<file path="src/rtl/id_ex_reg.sv">
// id_ex_reg: decode/execute pipeline register.
// Captures decode results every cycle and supports hold and flush from the pipeline controller.
// Detects load-use hazards against the instruction in decode. On a hazard it inserts one bubble
// and counts it in a saturating counter.
module id_ex_reg #(
  parameter logic [31:0] NOP_INST = 32'h0000_0013,
  parameter int          CNT_W    = 16
) (
  input  logic             clk,
  input  logic             rst,
  input  logic [31:0]      inst_i,
  input  logic [31:0]      inst_addr_i,
  input  logic [31:0]      op1_i,
  input  logic [31:0]      op2_i,
  input  logic [31:0]      reg1_rdata_i,
  input  logic [31:0]      reg2_rdata_i,
  input  logic [4:0]       reg1_raddr_i,
  input  logic [4:0]       reg2_raddr_i,
  input  logic             reg_wen_i,
  input  logic [4:0]       reg_w_addr_i,
  input  logic             mem_ren_i,
  input  logic [31:0]      mem_raddr_i,
  input  logic             hold_i,
  input  logic             flush_i,
  output logic [31:0]      inst_o,
  output logic [31:0]      inst_addr_o,
  output logic [31:0]      op1_o,
  output logic [31:0]      op2_o,
  output logic [31:0]      reg1_rdata_o,
  output logic [31:0]      reg2_rdata_o,
  output logic             reg_wen_o,
  output logic [4:0]       reg_w_addr_o,
  output logic             mem_ren_o,
  output logic [31:0]      mem_raddr_o,
  output logic             valid_o,
  output logic             load_use_stall_o,
  output logic [CNT_W-1:0] bubble_cnt_o
);

  logic rd_match;
  logic load_bubble;
  logic capture;
  logic count_bubble;

  // A resident load whose destination is a register that decode is reading now.
  // The destination must be nonzero, so x0 never stalls and a zero read index cannot match.
  assign rd_match = (reg_w_addr_o != 5'd0) &&
                    ((reg1_raddr_i == reg_w_addr_o) || (reg2_raddr_i == reg_w_addr_o));

  assign load_use_stall_o = valid_o & mem_ren_o & reg_wen_o & rd_match;

  // Update priority is rst > flush > hold > stall > capture. A stall under hold leaves the
  // load resident, so the request stays high until hold drops.
  assign load_bubble  = rst | flush_i | (~hold_i & load_use_stall_o);
  assign capture      = ~hold_i & ~load_use_stall_o;
  assign count_bubble = ~flush_i & ~hold_i & load_use_stall_o;

  // Pipeline payload: load a bubble, capture decode outputs, or keep the current contents.
  // NOTE: sequential state uses non-blocking assignments so every flop samples pre-edge values.
  always_ff @(posedge clk) begin
    if (load_bubble) begin
      inst_o       <= NOP_INST;
      inst_addr_o  <= '0;
      op1_o        <= '0;
      op2_o        <= '0;
      reg1_rdata_o <= '0;
      reg2_rdata_o <= '0;
      reg_wen_o    <= 1'b0;
      reg_w_addr_o <= '0;
      mem_ren_o    <= 1'b0;
      mem_raddr_o  <= '0;
      valid_o      <= 1'b0;
    end else if (capture) begin
      inst_o       <= inst_i;
      inst_addr_o  <= inst_addr_i;
      op1_o        <= op1_i;
      op2_o        <= op2_i;
      reg1_rdata_o <= reg1_rdata_i;
      reg2_rdata_o <= reg2_rdata_i;
      reg_wen_o    <= reg_wen_i;
      reg_w_addr_o <= reg_w_addr_i;
      mem_ren_o    <= mem_ren_i;
      mem_raddr_o  <= mem_raddr_i;
      valid_o      <= 1'b1;
    end
  end

  // Saturating count of bubbles inserted for load-use hazards. Flush and hold suppress the count.
  always_ff @(posedge clk) begin
    if (rst) begin
      bubble_cnt_o <= '0;
    end else if (count_bubble && (bubble_cnt_o != {CNT_W{1'b1}})) begin
      bubble_cnt_o <= bubble_cnt_o + CNT_W'(1);
    end
  end

endmodule

</file>
<file path="config.mk">
export PLATFORM = sky130hd
export DESIGN_NAME = id_ex_reg
export DESIGN_NICKNAME = d
export VERILOG_FILES = /design/src/rtl/id_ex_reg.sv
export SDC_FILE = /design/constraint.sdc
export NUM_CORES = 1
export LEC_CHECK = 0
export ABC_AREA = 1
export BUFFER_PORTS_ARGS = -buffer_cell sky130_fd_sc_hd__buf_2
export CORE_MARGIN = 2
export CORE_UTILIZATION = 25
export CTS_CLUSTER_SIZE = 8
export DETAILED_ROUTE_END_ITERATION = 8
export GPL_TIMING_DRIVEN = 0
export HOLD_SLACK_MARGIN = 0.15
export PLACE_DENSITY = 0.59
export SLEW_MARGIN = 20
export SYNTH_ARGS = -nofsm -noshare
export SYNTH_HDL_FRONTEND = slang
export SYNTH_SLANG_ARGS = --single-unit
</file>
<file path="constraint.sdc">
create_clock -name clk -period 1.7 [get_ports clk]
set_input_delay 0.085 -clock clk [delete_from_list [all_inputs] [get_ports clk]]
set_output_delay 0.085 -clock clk [all_outputs]
set_load 0.1 [all_outputs]
</file>
==> results of run 1 <==
==> routing by layer <==
metal / vias to the layer above / GRT usage [%] / wire [um]
met3: 111 / 4.991 / 3080
met1: 5239 / 20.24 / 15090
met4: 0 / 9.556 / 1743
met5: - / 0 / 0
met2: 522 / 33.70 / 21090
li1: 5462 / - / -
==> cells in the mapped netlist <==
library cell and n:
nand2_1 524, a21oi_1 236, nand4_1 4, buf_4 11, nand2_2 2, inv_2 2
clkinv_1 1, o21bai_1 1, ha_1 1, buf_6 13, nand3_1 21, nand2_4 1
nor2_1 56, inv_1 26, xnor2_1 2, buf_2 51, clkbuf_1 2, nor2_2 1
nand3_2 2, nor3_1 1, dfxtp_1 248
==> cells by family (layout without fill, tap and decap cells) <==
group / Yosys count / count (layout)
AO/OA/AOI/OAI: 237 / 237
adder cells (fa/ha/maj): 1 / 1
other: 0 / 2
buffers and inverters: 106 / 921
AND/OR/NAND/NOR: 612 / 612
flip-flops: 248 / 248
XOR/XNOR: 2 / 2
==> worst max-delay path, stage by stage (launching register included) <==
cell and delay [ns]:
dfxtp_4 0.37, nor2_1 0.13, nor2_2 0.07, nor2_4 0.13, nand3_2 0.09, nand2_4 0.13, nand2_8 0.08, nand2_8 0.12
buf_8 0.15, buf_12 0.15, buf_8 0.14, nand2_1 0.07, a21oi_1 0.18
==> sequential cells by signal, indices dropped and copies added (netlist names) <==
| signal | flops |
|---|---|
| valid_o | 1 |
| reg1_rdata_o | 32 |
| reg_w_addr_o | 5 |
| reg2_rdata_o | 32 |
| reg_wen_o | 1 |
| bubble_cnt_o | 16 |
| inst_addr_o | 32 |
| op1_o | 32 |
| op2_o | 32 |
| inst_o | 32 |
| mem_raddr_o | 32 |
| mem_ren_o | 1 |
==> per-stage QoR <==
step / TNS (ns) / util (%) / worst slack (ns) / cell area [sq um]
2_1_floorplan: -4.652 / - / -0.02551 / 9384
3_3_place_gp: -123.03 / 34.22 / -0.6880 / 12440
3_5_place_dp: -127.62 / 34.22 / -0.7077 / 12440
4_1_cts: -19.90 / 44.06 / -0.2028 / 16020
5_1_grt: -56.02 / 48.17 / -0.3278 / 17510
6_report: -24.80 / 48.17 / -0.2214 / 17510
==> area by class of cell <==
type | instances | area, sq um | share of cell area (%)
Clock inverter | 4 | 50.05 | 0.2858
Clock buffer | 45 | 965.9 | 5.517
Antenna cell | 2 | 5.005 | 0.02858
Multi-Input combinational cell | 852 | 4175 | 23.85
Timing Repair Buffer | 767 | 5625 | 32.13
Tap cell | 468 | 585.6 | 3.344
Sequential cell | 248 | 5035 | 28.76
Inverter | 29 | 125.1 | 0.7146
Buffer | 76 | 942.2 | 5.381
==> final timing paths <==
kind / from / to / slack [ns] / cells after the start
worst min-delay path: reg_w_addr_i[3] / reg_w_addr_o[3]$_SDFFE_PP0P_ / 0.34 / 4
worst min register to register: op1_o[17]$_SDFFE_PP0P_ / op1_o[17]$_SDFFE_PP0P_ / 0.46 / 2
worst max-delay path: reg_w_addr_o[0]$_SDFFE_PP0P_ / op1_o[20]$_SDFFE_PP0P_ / -0.22 / 12
worst max register to register: reg_w_addr_o[0]$_SDFFE_PP0P_ / op1_o[20]$_SDFFE_PP0P_ / -0.22 / 12
==> power groups by stage <==
| stage | logic, W | clock network (W) | registers [W] |
|---|---|---|---|
| after CTS | 0.00299 | 0.00677 | 0.00607 |
| after global placement | 0.00250 | 0 | 0.00618 |
| after detailed placement | 0.00251 | 0 | 0.00619 |
| after global routing | 0.00355 | 0.00700 | 0.00610 |
| final | 0.00339 | 0.00661 | 0.00609 |
| after floorplan | 0.000583 | 0 | 0.00743 |
==> what timing repair did <==
action	4_1_cts	5_1_grt
cloned	0	28
setup endpoints to repair	244	246
hold endpoints to repair	247	0
pin swaps	7	38
hold buffers	234	0
buffers inserted	3	9
resized for setup	57	203
==> impl_metrics.json, run 1 <==
{
  "outcome": "finished with violations",
  "violations": "negative setup slack",
  "first_iter_violations": 402,
  "synth-compound-area-share_pct": 13.00,
  "nNetsFinal": 2257,
  "synth.avg_cell_area_sq_um": 7.584,
  "synth_top_area_share_pct": 54.28,
  "power_w": 0.01609,
  "grt_util_all_layers_pct": 18.75,
  "drv_slew": 0,
  "crit_type": "register to register",
  "layout_commonest_cell": "buf_2",
  "rsz0062_at_grt": "true",
  "ys_warn_count": 0,
  "p_comb_share_pct": 21.1,
  "timing.fmax_mhz": 520.4,
  "netlist_area_sq_um": 9146,
  "yosys.area_share.simple_pct": 25.83,
  "switching_share_pct": 30.71,
  "fin_skew_ns": 0.02960,
  "clk_pin_slew_ns": 0.05,
  "synth_xor_area_share_pct": 0.1915,
  "cts.sinks": 248,
  "cts-htree-levels": 2,
  "cp-start-kind": "register",
  "synth-seq-cells": 248,
  "first_global_vias": 10940,
  "synthesis.nets": 1452,
  "pwr-share-clk_pct": 41.1,
  "core_area_sq_um": 36350,
  "grt-ovfl-total": 0,
  "min_path_type": "input port to register",
  "start_util_pct": 25.16,
  "power_switching_w": 0.004940,
  "drv_cap": 0,
  "worstSkewPairLatency_ns": 0.54,
  "cts-root-buf": "clkbuf_16",
  "antenna_found_initial": 2,
  "portBuffers": 493,
  "drc": 0,
  "rows": 70,
  "timing.final.hold_violations": 0,
  "fp.dieH_um": 195.3,
  "synth.distinct_cells": 21,
  "die_w_um": 195.3,
  "grt_start_max_net_pins": 11,
  "timing.hold.ws_ns": 0.3408,
  "grt_pass1_wl_um": 57390,
  "relSlewSlack_pct": 59.03,
  "vdd_ir_drop_max_mv": 0.6922,
  "leakagePower_nw": 8.189,
  "wire_per_inst_um": 16.46,
  "setup-violations-final": 240,
  "yosys-top-cells-area": "dfxtp_1 54%, nand2_1 22%, a21oi_1 13%, buf_2 2.8%, nor2_1 2.3%",
  "first_pass_iters": 5,
  "final_cells": 2491,
  "p_int_w": 0.01115,
  "muxShareOfSynthArea_pct": 0,
  "worst-path-max-fanout": 10,
  "route.final.wire_length_um": 41010,
  "cts_tree": "yes",
  "synth_fa_ha_area_share_pct": 0.1368,
  "synth.yosys.seq_area_share_pct": 54.28,
  "placedCellCount": 2167,
  "cts_inserted_buffers": 37,
  "avgViaCountPerCell": 4.550,
  "dieArea_sq_um": 38130,
  "synth_top_family_by_area": "simple AND/OR/NAND/NOR gates",
  "syn_inst": 1206,
  "critPathArrivalTime_ns": 2.36,
  "cp.required_ns": 2.13,
  "drive_gt1_share_pct": 39.98,
  "ant_nets": 0,
  "synthToLayoutAreaGrowth_pct": 91.44,
  "synth_top_area_cell": "dfxtp_1",
  "seqPwrFrac_pct": 37.8,
  "p_per_area_nw_per_um2": 918.8,
  "cp-end-kind": "register",
  "clockBufferDepth": 3,
  "vias": 11330,
  "fin_ws_ns": -0.2214,
  "num_io_pins": 494,
  "fin_crit_ns": 1.921,
  "worstMarginPinSlew_ns": 0.6189,
  "fin_crit_sh_pct": 113.0,
  "dp_hpwl_um": 26030,
  "place_congestion": 0.8216,
  "n_fill_cell": 3263,
  "layout_common_cells": "497 x buf_2, 459 x nand2_1, 234 x dlygate4sd3_1"
}
Note: power is estimated with default switching activity, not from simulation.
==> run 2, diff against run 1 <==
==> constraint.sdc (replaced) <==
create_clock -name clk -period 1.7 [get_ports clk]
set_input_delay 0.085 -clock clk [delete_from_list [all_inputs] [get_ports clk]]
set_output_delay 0.085 -clock clk [all_outputs]
set_load 0.05 [all_outputs]
==> run 2 against run 1 <==
Worst setup slack improved by 0.059 ns. Utilization down 1.2 points. Power down 4.5%. Fmax grew 3.2%. Final cell count fell by 0.88%. Via count shrank 1.3%. Clock power hardly changed. Register-to-register slack improved by 0.06 ns. The flow still finishes with violations (negative setup slack). Non-clock buffer count is 18 lower. Clock skew shrank 0.0011 ns. Critical endpoint is now reg1_rdata_o[14]$_SDFFE_PP0P_. Critical path depth did not move.
==> impl_metrics.json, run 2 (synthesis results as in run 1) <==
{
  "min_from": "reg2_raddr_i[3]",
  "slowest_stage": "dfxtp_4",
  "drv_cap": 0,
  "finish.utilization_pct": 47.02,
  "vdd_ir_drop_max_mv": 0.6931,
  "worst-path-max-fanout": 10,
  "antenna_found_initial": 2,
  "grt-ovfl-total": 0,
  "layout_commonest_cell": "buf_2",
  "critPathArrivalTime_ns": 2.30,
  "portBuffers": 493,
  "p_comb_share_pct": 17.4,
  "relSlewSlack_pct": 70.08,
  "crit_type": "register to register",
  "first_global_vias": 10980,
  "first_pass_iters": 5,
  "min_to": "bubble_cnt_o[1]$_SDFFE_PP0P_",
  "timing.final.hold_violations": 0,
  "rows": 70,
  "r2r_cells": 12,
  "placedCellCount": 2167,
  "p_int_w": 0.01114,
  "avgViaCountPerCell": 4.531,
  "cp-startpoint": "reg_w_addr_o[4]$_SDFFE_PP0P_",
  "drc": 0,
  "power_switching_w": 0.004232,
  "setup-violations-final": 235,
  "synthToLayoutAreaGrowth_pct": 86.85,
  "vias": 11190,
  "grt_util_all_layers_pct": 19.14,
  "max_stage_delay_ns": 0.38,
  "start_util_pct": 25.16,
  "p_per_area_nw_per_um2": 899.4,
  "violations": "negative setup slack",
  "holdPathStages": 8,
  "worstMarginPinSlew_ns": 0.4488,
  "cts.sinks": 248,
  "pwr-share-clk_pct": 42.9,
  "fin_skew_ns": 0.02850,
  "outcome": "finished with violations",
  "nNetsFinal": 2240,
  "ant_nets": 0,
  "reg2reg_from": "reg_w_addr_o[4]$_SDFFE_PP0P_",
  "route.final.wire_length_um": 40310,
  "switching_share_pct": 27.53,
  "rr_endpoint": "reg1_rdata_o[14]$_SDFFE_PP0P_",
  "cp-start-kind": "register",
  "seqPwrFrac_pct": 39.6,
  "final_cells": 2469,
  "timing.fmax_mhz": 536.9,
  "cts_tree": "yes",
  "fin_ws_ns": -0.1627,
  "num_io_pins": 494,
  "min_path_type": "input port to register",
  "fin_crit_sh_pct": 109.6,
  "dp_hpwl_um": 26250,
  "grt_pass1_wl_um": 58010,
  "cts-htree-levels": 2,
  "clockBufferDepth": 3,
  "rsz0062_at_grt": "true",
  "worstSkewPairLatency_ns": 0.53,
  "n_fill_cell": 3375,
  "layout_common_cells": "495 x buf_2, 433 x nand2_1, 234 x dlygate4sd3_1",
  "r2r_setup_slack_ns": -0.16,
  "drive_gt1_share_pct": 40.80,
  "fp.dieH_um": 195.3,
  "place_congestion": 0.8633,
  "die_w_um": 195.3,
  "core_area_sq_um": 36350,
  "cp-end-kind": "register",
  "drv_slew": 0,
  "cp.required_ns": 2.14,
  "grt_start_max_net_pins": 11,
  "wire_per_inst_um": 16.32,
  "path_cells": "inv_1 > nand2_1 > nand2_2 > nor2_2 > nand3_2 > nand2_4 > nand2_8 > nand2_8 > buf_8 > buf_4 > nand2_1 > a21oi_1",
  "fin_crit_ns": 1.863,
  "dieArea_sq_um": 38130,
  "clk_pin_slew_ns": 0.05,
  "leakagePower_nw": 7.964,
  "cts_inserted_buffers": 37,
  "first_iter_violations": 389,
  "cts-root-buf": "clkbuf_16"
}
[run 2: cell types whose count changed in the layout (fill, tap and decap cells not counted), moves of 8 or more]
cell / delta
clkbuf_16: -15
nand2_1: -26
buf_4: +11
nand2_4: +10
a21oi_2: +13
nand2_2: +16
buf_8: -12
dfxtp_4: -9
a21oi_1: -13
dfxtp_1: +8
[run 2: critical path: cells and delay by family (launching register included)]
family	cells	cell delay (ns)
compound gates	1	0.19
flops	1	0.38
buf+inv	3	0.42
simple gates	8	0.77
[run 2: metal layers]
metal / GRT usage, % / up-vias / part of all wire [%]
li1: - / 5433 / -
met1: 22.14 / 5182 / 40
met2: 32.75 / 453 / 49
met3: 5.285 / 116 / 6.8
met4: 9.075 / 2 / 4.2
met5: 0 / - / 0.020
[run 2: power by group through the flow]
stage,logic (W),clock network (W),registers (W)
after global routing,0.00285,0.00704,0.00610
after global placement,0.00181,0,0.00619
after detailed placement,0.00183,0,0.00620
after floorplan,0.000542,0,0.00680
final,0.00268,0.00660,0.00609
after CTS,0.00236,0.00677,0.00608
[run 2: what timing repair did]
| action | 4_1_cts | 5_1_grt |
|---|---|---|
| setup buffers | 5 | 2 |
| resized for setup | 98 | 232 |
| hold buffers | 234 | 0 |
| setup endpoints to repair | 246 | 248 |
| endpoints found under the hold margin | 246 | 0 |
| cloned | 1 | 14 |
| pin swaps | 8 | 9 |
[run 2: through the flow]
stage                     setup slack, ns  setup TNS (ns)  total power (W)  hold WS, ns  cell area, sq um
after floorplan                  0.006462               0         0.007338       0.2112              9179
after detailed placement          -0.6138         -117.10         0.008028       0.3084             12230
after CTS                         -0.1524          -22.79          0.01521       0.2209             15940
after global routing              -0.3026          -53.59          0.01599       0.2653             17090
final                             -0.1627          -23.80          0.01537       0.2332             17090
after global placement            -0.6059         -116.08         0.008009       0.3055             12230
[run 2: worst max-delay path by stage]
stage | to | slack (ns) | depth (start not counted)
final | reg1_rdata_o[14]$_SDFFE_PP0P_ | -0.16 | 12
after global routing | reg1_rdata_o[11]$_SDFFE_PP0P_ | -0.30 | 12
after CTS | load_use_stall_o | -0.15 | 9
after detailed placement | op2_o[14]$_SDFFE_PP0P_ | -0.61 | 8
after global placement | reg1_rdata_o[26]$_SDFFE_PP0P_ | -0.61 | 8
after floorplan | bubble_cnt_o[10]$_SDFFE_PP0P_ | 0.006 | 12
[run 2: final cells by class]
class,count,area [sq um],area share [%]
antenna,1,2.502,0.01464
buffer,77,860.8,5.037
clock buffer,41,940.9,5.506
clock inverter,4,52.55,0.3075
inverter,29,121.4,0.7102
multi-input combinational,852,4304,25.18
sequential,248,5002,29.27
tap,468,585.6,3.426
timing repair buffer,748,5211,30.49
timing repair inverter,1,8.758,0.05125
